**config.mk**
```make
export PLATFORM = sky130hd
export DESIGN_NAME = uart_fifo_port
export DESIGN_NICKNAME = d
export VERILOG_FILES = /design/src/rtl/uart_fifo_port_pkg.sv /design/src/rtl/uart_async_receiver.sv /design/src/rtl/uart_async_transmitter.sv /design/src/rtl/uart_sync_fifo.sv /design/src/rtl/uart_fifo_port.sv
export SDC_FILE = /design/constraint.sdc
export NUM_CORES = 1
export LEC_CHECK = 0
export BUFFER_PORTS_ARGS = -buffer_cell sky130_fd_sc_hd__buf_2
export CAP_MARGIN = 20
export CORE_UTILIZATION = 36
export DETAILED_ROUTE_END_ITERATION = 12
export PLACE_DENSITY = 0.5
export SLEW_MARGIN = 40
export SYNTH_ARGS = -nofsm -noshare
export SYNTH_HDL_FRONTEND = slang
export SYNTH_SLANG_ARGS = --single-unit
```
**constraint.sdc**
```tcl
create_clock -name clk -period 6.6 [get_ports clk]
set_input_delay 1.32 -clock clk [delete_from_list [all_inputs] [get_ports clk]]
set_output_delay 1.32 -clock clk [all_outputs]
set_load 0.02 [all_outputs]
```
**src/rtl/uart_fifo_port_pkg.sv**
```systemverilog
// Shared constants for the buffered UART port: default line rate, interrupt bit
// positions and TX feeder state encoding.
package uart_fifo_port_pkg;

    localparam int DEFAULT_BAUD = 115200;

    localparam int INT_RX  = 0;
    localparam int INT_TXE = 1;
    localparam int INT_OVR = 2;

    typedef enum logic [1:0] {
        TX_IDLE = 2'd0,
        TX_WAIT = 2'd1,
        TX_BUSY = 2'd2
    } feeder_state_t;

    function automatic int baud_div(input int clk_freq, input int baud);
        return clk_freq / baud;
    endfunction

endpackage

```
**src/rtl/uart_async_receiver.sv**
```systemverilog
// 8N1 serial receiver: samples mid-bit after a start edge, pulses data_ready for one cycle
// per byte with a valid stop bit.
module uart_async_receiver
    import uart_fifo_port_pkg::*;
#(
    parameter int CLK_FREQ = 20000000,
    parameter int BAUD     = DEFAULT_BAUD
) (
    input  logic       clk,
    input  logic       rst,
    input  logic       rx,
    output logic [7:0] rx_data,
    output logic       rx_ready
);
    localparam int DIV  = baud_div(CLK_FREQ, BAUD);
    localparam int HALF = DIV / 2;
    localparam int CW   = $clog2(DIV) + 1;

    logic          rx_meta;
    logic          rx_sync;
    logic          active;
    logic [CW-1:0] cnt;
    logic [CW-1:0] target;
    logic [3:0]    nbit;
    logic [7:0]    shreg;

    assign target = (nbit == 4'd0) ? CW'(HALF - 1) : CW'(DIV - 1);

    always_ff @(posedge clk or posedge rst) begin
        if (rst) begin
            rx_meta  <= 1'b1;
            rx_sync  <= 1'b1;
            active   <= 1'b0;
            cnt      <= '0;
            nbit     <= '0;
            shreg    <= '0;
            rx_data  <= '0;
            rx_ready <= 1'b0;
        end else begin
            rx_meta  <= rx;
            rx_sync  <= rx_meta;
            rx_ready <= 1'b0;
            if (!active) begin
                if (!rx_sync) begin
                    active <= 1'b1;
                    cnt    <= '0;
                    nbit   <= '0;
                end
            end else if (cnt == target) begin
                cnt <= '0;
                if (nbit == 4'd0) begin
                    // a start bit that is high again at mid-bit was a glitch
                    if (rx_sync) active <= 1'b0;
                    else         nbit   <= 4'd1;
                end else if (nbit <= 4'd8) begin
                    shreg <= {rx_sync, shreg[7:1]};
                    nbit  <= nbit + 4'd1;
                end else begin
                    active <= 1'b0;
                    if (rx_sync) begin
                        rx_data  <= shreg;
                        rx_ready <= 1'b1;
                    end
                end
            end else begin
                cnt <= cnt + CW'(1);
            end
        end
    end

endmodule

```
**src/rtl/uart_async_transmitter.sv**
```systemverilog
// 8N1 serial transmitter: one start pulse loads a byte, busy stays high until the stop bit ends.
module uart_async_transmitter
    import uart_fifo_port_pkg::*;
#(
    parameter int CLK_FREQ = 20000000,
    parameter int BAUD     = DEFAULT_BAUD
) (
    input  logic       clk,
    input  logic       rst,
    input  logic       tx_start,
    input  logic [7:0] tx_data,
    output logic       tx,
    output logic       tx_busy
);
    localparam int DIV = baud_div(CLK_FREQ, BAUD);
    localparam int CW  = $clog2(DIV) + 1;

    logic [CW-1:0] cnt;
    logic [3:0]    nbit;
    logic [8:0]    shreg;

    always_ff @(posedge clk or posedge rst) begin
        if (rst) begin
            tx      <= 1'b1;
            tx_busy <= 1'b0;
            cnt     <= '0;
            nbit    <= '0;
            shreg   <= '0;
        end else if (!tx_busy) begin
            tx <= 1'b1;
            if (tx_start) begin
                shreg   <= {1'b1, tx_data};
                tx      <= 1'b0;
                tx_busy <= 1'b1;
                cnt     <= '0;
                nbit    <= '0;
            end
        end else if (cnt == CW'(DIV - 1)) begin
            cnt <= '0;
            // nbit 9 is the stop bit; busy drops only once it has been held a full bit time
            if (nbit == 4'd9) begin
                tx_busy <= 1'b0;
            end else begin
                tx    <= shreg[0];
                shreg <= {1'b1, shreg[8:1]};
                nbit  <= nbit + 4'd1;
            end
        end else begin
            cnt <= cnt + CW'(1);
        end
    end

endmodule

```
**src/rtl/uart_sync_fifo.sv**
```systemverilog
// First-word-fall-through synchronous FIFO with a separate occupancy counter.
// A pop frees a slot in the same cycle, so a simultaneous push to a full FIFO is accepted.
module uart_sync_fifo #(
    parameter int WIDTH = 8,
    parameter int DEPTH = 16
) (
    input  logic                     clk,
    input  logic                     rst,
    input  logic                     push,
    input  logic                     pop,
    input  logic [WIDTH-1:0]         wdata,
    output logic [WIDTH-1:0]         rdata,
    output logic                     full,
    output logic                     empty,
    output logic [$clog2(DEPTH):0]   count
);
    localparam int AW = $clog2(DEPTH);

    logic [WIDTH-1:0] mem [DEPTH];
    logic [AW-1:0]    wr_ptr;
    logic [AW-1:0]    rd_ptr;
    logic             do_push;
    logic             do_pop;

    assign empty   = (count == '0);
    assign full    = (count == (AW+1)'(DEPTH));
    assign do_pop  = pop && !empty;
    assign do_push = push && (!full || do_pop);
    assign rdata   = empty ? '0 : mem[rd_ptr];

    // NOTE: sequential state uses non-blocking assignments so every register samples pre-edge values.
    always_ff @(posedge clk or posedge rst) begin
        if (rst) begin
            wr_ptr <= '0;
            rd_ptr <= '0;
            count  <= '0;
        end else begin
            if (do_push) wr_ptr <= wr_ptr + AW'(1);
            if (do_pop)  rd_ptr <= rd_ptr + AW'(1);
            case ({do_push, do_pop})
                2'b10:   count <= count + (AW+1)'(1);
                2'b01:   count <= count - (AW+1)'(1);
                default: count <= count;
            endcase
        end
    end

    // NOTE: storage is deliberately not reset; stale entries are never visible because rdata is gated by empty.
    always_ff @(posedge clk) begin
        if (do_push) mem[wr_ptr] <= wdata;
    end

endmodule

```
**src/rtl/uart_fifo_port.sv**
```systemverilog
// Buffered UART port: RX/TX byte FIFOs around the UART cores, a TX feeder FSM and
// rx-level / tx-empty / overrun interrupt causes with per-cause enables.
module uart_fifo_port
    import uart_fifo_port_pkg::*;
#(
    parameter int CLK_FREQ  = 20000000,
    parameter int BAUD      = DEFAULT_BAUD,
    parameter int RX_DEPTH  = 16,
    parameter int TX_DEPTH  = 16,
    parameter int RX_THRESH = 1
) (
    input  logic                        clk,
    input  logic                        rst,
    input  logic [7:0]                  tx_data,
    input  logic                        tx_push,
    output logic                        tx_full,
    output logic [$clog2(TX_DEPTH):0]   tx_count,
    output logic [7:0]                  rx_data,
    input  logic                        rx_pop,
    output logic                        rx_valid,
    output logic [$clog2(RX_DEPTH):0]   rx_count,
    input  logic [2:0]                  int_en,
    output logic [2:0]                  int_cause,
    output logic                        int_req,
    input  logic                        int_ack,
    output logic                        TxD,
    input  logic                        RxD
);
    localparam int TCW = $clog2(TX_DEPTH) + 1;
    localparam int RCW = $clog2(RX_DEPTH) + 1;

    feeder_state_t state;
    logic [7:0]    tx_head;
    logic [7:0]    tx_byte;
    logic          tx_empty;
    logic          tx_pop;
    logic          tx_start;
    logic          tx_busy;
    logic [7:0]    rx_byte;
    logic          rx_ready;
    logic          rx_full;
    logic          rx_empty;
    logic          txe;
    logic          ovr;
    logic          txe_set;
    logic          ovr_set;

    uart_sync_fifo #(.WIDTH(8), .DEPTH(TX_DEPTH)) u_tx_fifo (
        .clk   (clk),
        .rst   (rst),
        .push  (tx_push),
        .pop   (tx_pop),
        .wdata (tx_data),
        .rdata (tx_head),
        .full  (tx_full),
        .empty (tx_empty),
        .count (tx_count)
    );

    uart_sync_fifo #(.WIDTH(8), .DEPTH(RX_DEPTH)) u_rx_fifo (
        .clk   (clk),
        .rst   (rst),
        .push  (rx_ready),
        .pop   (rx_pop),
        .wdata (rx_byte),
        .rdata (rx_data),
        .full  (rx_full),
        .empty (rx_empty),
        .count (rx_count)
    );

    uart_async_transmitter #(.CLK_FREQ(CLK_FREQ), .BAUD(BAUD)) u_tx (
        .clk      (clk),
        .rst      (rst),
        .tx_start (tx_start),
        .tx_data  (tx_byte),
        .tx       (TxD),
        .tx_busy  (tx_busy)
    );

    uart_async_receiver #(.CLK_FREQ(CLK_FREQ), .BAUD(BAUD)) u_rx (
        .clk      (clk),
        .rst      (rst),
        .rx       (RxD),
        .rx_data  (rx_byte),
        .rx_ready (rx_ready)
    );

    assign rx_valid = !rx_empty;
    assign tx_pop   = (state == TX_IDLE) && !tx_empty && !tx_busy;

    // Head byte is latched on the pop edge so tx_start and its data appear together next cycle
    always_ff @(posedge clk or posedge rst) begin
        if (rst) begin
            state    <= TX_IDLE;
            tx_start <= 1'b0;
            tx_byte  <= '0;
        end else begin
            tx_start <= 1'b0;
            case (state)
                TX_IDLE: if (tx_pop) begin
                    tx_start <= 1'b1;
                    tx_byte  <= tx_head;
                    state    <= TX_WAIT;
                end
                TX_WAIT: if (tx_busy)  state <= TX_BUSY;
                TX_BUSY: if (!tx_busy) state <= TX_IDLE;
                default: state <= TX_IDLE;
            endcase
        end
    end

    // A push in the same cycle keeps the count at 1, so the FIFO is not actually draining
    assign txe_set = tx_pop && (tx_count == TCW'(1)) && !tx_push;
    assign ovr_set = rx_ready && rx_full && !rx_pop;

    assign int_cause[INT_RX]  = (rx_count >= RCW'(RX_THRESH));
    assign int_cause[INT_TXE] = txe;
    assign int_cause[INT_OVR] = ovr;

    always_ff @(posedge clk or posedge rst) begin
        if (rst) begin
            txe     <= 1'b0;
            ovr     <= 1'b0;
            int_req <= 1'b0;
        end else begin
            txe     <= txe_set || (txe && !int_ack);
            ovr     <= ovr_set || (ovr && !int_ack);
            int_req <= |(int_cause & int_en);
        end
    end

endmodule

```
==> impl_metrics.json <==
{
  "status": "finished, final reports clean",
  "pwr-share-comb_pct": 15.6,
  "worstSetupPathType": "flip-flop to output pin",
  "ff2ff_path_depth": 5,
  "drv_cap": 0,
  "power_frac_seq_pct": 46.8,
  "multi_input_area_um2": 4250,
  "relSlewSlack_pct": 45.5,
  "syn_inst": 884,
  "synth-edff-count": 256,
  "routed_wl_mm": 30.2,
  "drc": 0,
  "power_density_nw_per_um2": 352,
  "areaGrowthSynthToFinish_pct": 14.7,
  "num_vias": 7542,
  "min_path_type": "flip-flop to flip-flop",
  "pwr-share-clk_pct": 37.6,
  "wire_per_inst_um": 20.2,
  "finalSetupViolCount": 0,
  "post-place-ws_ps": 2960,
  "num_rows": 73,
  "final_cell_mix": "edfxtp_1, dfrtp_1, mux4_2",
  "synth.distinct_cells": 59,
  "worstSetupEndpointType": "output pin",
  "root_buffer": "clkbuf_16",
  "grt_pass1_wl_mm": 47.8,
  "layout_commonest_cell": "edfxtp_1",
  "fill_cells": 3622,
  "grt_max_degree": 67,
  "worst-r2r-setup-slack_ps": 3860,
  "die_y_um": 203,
  "cp_data_arrival_time_ps": 2790,
  "setup_tns_ps": 0,
  "switchingPower_mw": 1.56,
  "detail-route-antenna-nets": 0,
  "slew_viol_final": 0,
  "async_reset_ff_share_pct": 27.5,
  "intPower_mw": 4.33,
  "seqCellArea_um2": 10100,
  "synth_area_um2": 14600,
  "final_nets": 979,
  "start_util_pct": 36.6,
  "cts_tree": "yes",
  "antenna_found_initial": 0,
  "ir_worst_vdd_mv": 0.257,
  "drt_iter0_drc": 391,
  "overflow": 0,
  "p_sw_share_pct": 26.5,
  "ctsHoldBuffers": 0,
  "reg2reg_from": "u_tx.tx_busy$_DFF_PP0_",
  "r2r-end": "u_tx_fifo.mem[3][6]$_DFFE_PP_",
  "finalClockSkew_ps": 8.87,
  "utilization_pct": 42.0,
  "drive_above_1_share_pct": 24.0,
  "fp.dieW_um": 203,
  "hold-path-endpoint": "u_rx.rx_sync$_DFF_PP1_",
  "dp_cells": 1417,
  "yosys_most_used_dff": "edfxtp_1",
  "htree_levels": 2,
  "grt_usage_pct": 15.3,
  "leakagePower_nw": 6.22,
  "yosys_warnings": 0,
  "vias_per_cell": 5.05,
  "tightest_slew_ps": 818,
  "fp.coreArea_um2": 39800,
  "clk_pin_slew_ps": 60,
  "clock_sinks": 353,
  "cp-start-kind": "flip-flop",
  "post_cts.repair.setup_buffers": 0,
  "min_period_over_period_pct": 62.3,
  "pin_count": 42,
  "grt_pass1_vias": 7835,
  "hold_viol_final": 0,
  "ys_seq_elements": 353,
  "ctsResizeCount": 0,
  "holdCritStartpoint": "u_rx.rx_meta$_DFF_PP1_",
  "dieArea_um2": 41300,
  "hold_path_depth": 0,
  "port-buffer-count": 41,
  "fmax_mhz": 243,
  "layout_setup_ws_ps": 2490,
  "power_mw": 5.90,
  "yosysSeqAreaShare_pct": 69.4,
  "clockBufferDepth": 3,
  "rsz0062_at_grt": "no",
  "n_antenna_cell": 0,
  "dp_hpwl_mm": 18.7,
  "gp_congestion": 0.742,
  "avgSynthCellArea_um2": 16.5,
  "cp_max_fo": 19,
  "cp.required_ps": 5280,
  "cts_buffers": 41,
  "clk_latency_ps": 550,
  "finalNonFillerCells": 1493,
  "first_pass_iters": 5,
  "period_needed_ps": 4110,
  "syn_nets": 928
}
[critical path: stages (launching register included)]
cell and delay (ps):
dfrtp_2 710, buf_4 440, mux4_2 540, mux2i_1 210
o22ai_1 130, buf_2 190
[synthesized netlist by cell type, types with 2 or more instances]
| master | instances | area share (%) |
|---|---|---|
| a211o_1 | 3 | 0.18 |
| a22o_1 | 2 | 0.12 |
| nand2b_1 | 7 | 0.30 |
| o31ai_1 | 3 | 0.15 |
| or3_1 | 3 | 0.13 |
| o211ai_1 | 2 | 0.10 |
| nand3_1 | 14 | 0.48 |
| mux2_2 | 26 | 2.0 |
| a221o_1 | 2 | 0.14 |
| a211oi_1 | 8 | 0.41 |
| buf_1 | 4 | 0.10 |
| clkbuf_1 | 25 | 0.64 |
| and3_1 | 7 | 0.30 |
| nand2_1 | 44 | 1.1 |
| nor2_1 | 51 | 1.3 |
| nor3b_1 | 4 | 0.21 |
| inv_1 | 27 | 0.69 |
| o22ai_1 | 27 | 1.2 |
| dfrtp_1 | 94 | 16 |
| a21o_1 | 2 | 0.10 |
| nand4_1 | 7 | 0.30 |
| xor2_1 | 9 | 0.54 |
| xnor2_1 | 18 | 1.1 |
| or4_1 | 2 | 0.10 |
| buf_2 | 9 | 0.31 |
| dfstp_2 | 3 | 0.54 |
| ha_1 | 27 | 2.3 |
| edfxtp_1 | 256 | 53 |
| a21oi_1 | 15 | 0.51 |
| and2_1 | 19 | 0.81 |
| nor2b_1 | 10 | 0.43 |
| mux4_2 | 64 | 9.9 |
| nand3b_1 | 5 | 0.26 |
| nor3_1 | 13 | 0.45 |
| mux2i_1 | 19 | 1.3 |
| nand4b_1 | 6 | 0.36 |
| a31oi_1 | 4 | 0.17 |
| o21ai_0 | 21 | 0.72 |
| buf_4 | 2 | 0.10 |
[final cells by class]
| cell class | instances | share of cell area, % |
|---|---|---|
| Tap cell | 525 | 3.93 |
| Clock inverter | 20 | 1.00 |
| Sequential cell | 353 | 60.5 |
| Timing Repair Buffer | 48 | 1.56 |
| Inverter | 27 | 0.621 |
| Clock buffer | 56 | 6.96 |
| Multi-Input combinational cell | 464 | 25.4 |
[sequential cells by signal, indices dropped and copies added, names as in the netlist, 5 cells and up]
signal and cells:
tx_byte 8, u_rx.cnt 9, u_rx.rx_data 8, u_rx.shreg 8, u_rx_fifo.count 5, u_rx_fifo.mem 128, u_tx.cnt 9, u_tx.shreg 9
u_tx_fifo.count 5, u_tx_fifo.mem 128
[metal layers]
| layer | track usage (%) | part of all wire (%) | vias to the layer above |
|---|---|---|---|
| met2 | 23.7 | 47 | 139 |
| met5 | 0 | 0 | - |
| met3 | 3.18 | 4.2 | 36 |
| met1 | 21.9 | 47 | 3850 |
| met4 | 4.30 | 1.7 | 0 |
| li1 | - | - | 3517 |
[cells by family (layout without fill, tap and decap cells)]
family,count (synthesis),after routing,synth area share (%)
DFF,353,353,69.4
muxes,109,109,13.2
adders and majority gates,27,27,2.32
xor gates and xnor gates,27,27,1.62
buffers and inverters,67,151,1.85
and+or+nand+nor,202,202,7.28
AOI/OAI and AO/OA,99,99,4.37
[power groups by stage]
stage,Clock [mW],Sequential (mW),Combinational (mW)
final,2.22,2.76,0.921
after floorplan,0,2.73,0.719
after detailed placement,0,2.80,0.948
after global routing,2.36,2.79,1.03
after CTS,2.29,2.76,0.949
after global placement,0,2.80,0.942
[how the worst max path moves through the flow]
stage                                    startpoint                 to  slack, ps  depth (start not counted)
floorplan                                       rst  int_req$_DFF_PP0_       2750                          1
global placement    u_rx_fifo.rd_ptr[0]$_DFFE_PP0P_         rx_data[2]       2960                          5
detailed placement  u_rx_fifo.rd_ptr[0]$_DFFE_PP0P_         rx_data[2]       2960                          5
CTS                 u_rx_fifo.rd_ptr[0]$_DFFE_PP0P_         rx_data[2]       2340                          5
global route        u_rx_fifo.rd_ptr[0]$_DFFE_PP0P_         rx_data[6]       2200                          5
finish              u_rx_fifo.rd_ptr[0]$_DFFE_PP0P_         rx_data[2]       2490                          5
[stage by stage]
| step | hold slack (ps) | area, um2 |
|---|---|---|
| finish | 355 | 16700 |
| CTS | 355 | 16700 |
| detailed placement | 347 | 15400 |
| global route | 359 | 16700 |
| global placement | 346 | 15300 |
| floorplan | 345 | 14600 |
No activity file was read; power rests on OpenSTA's default activity.
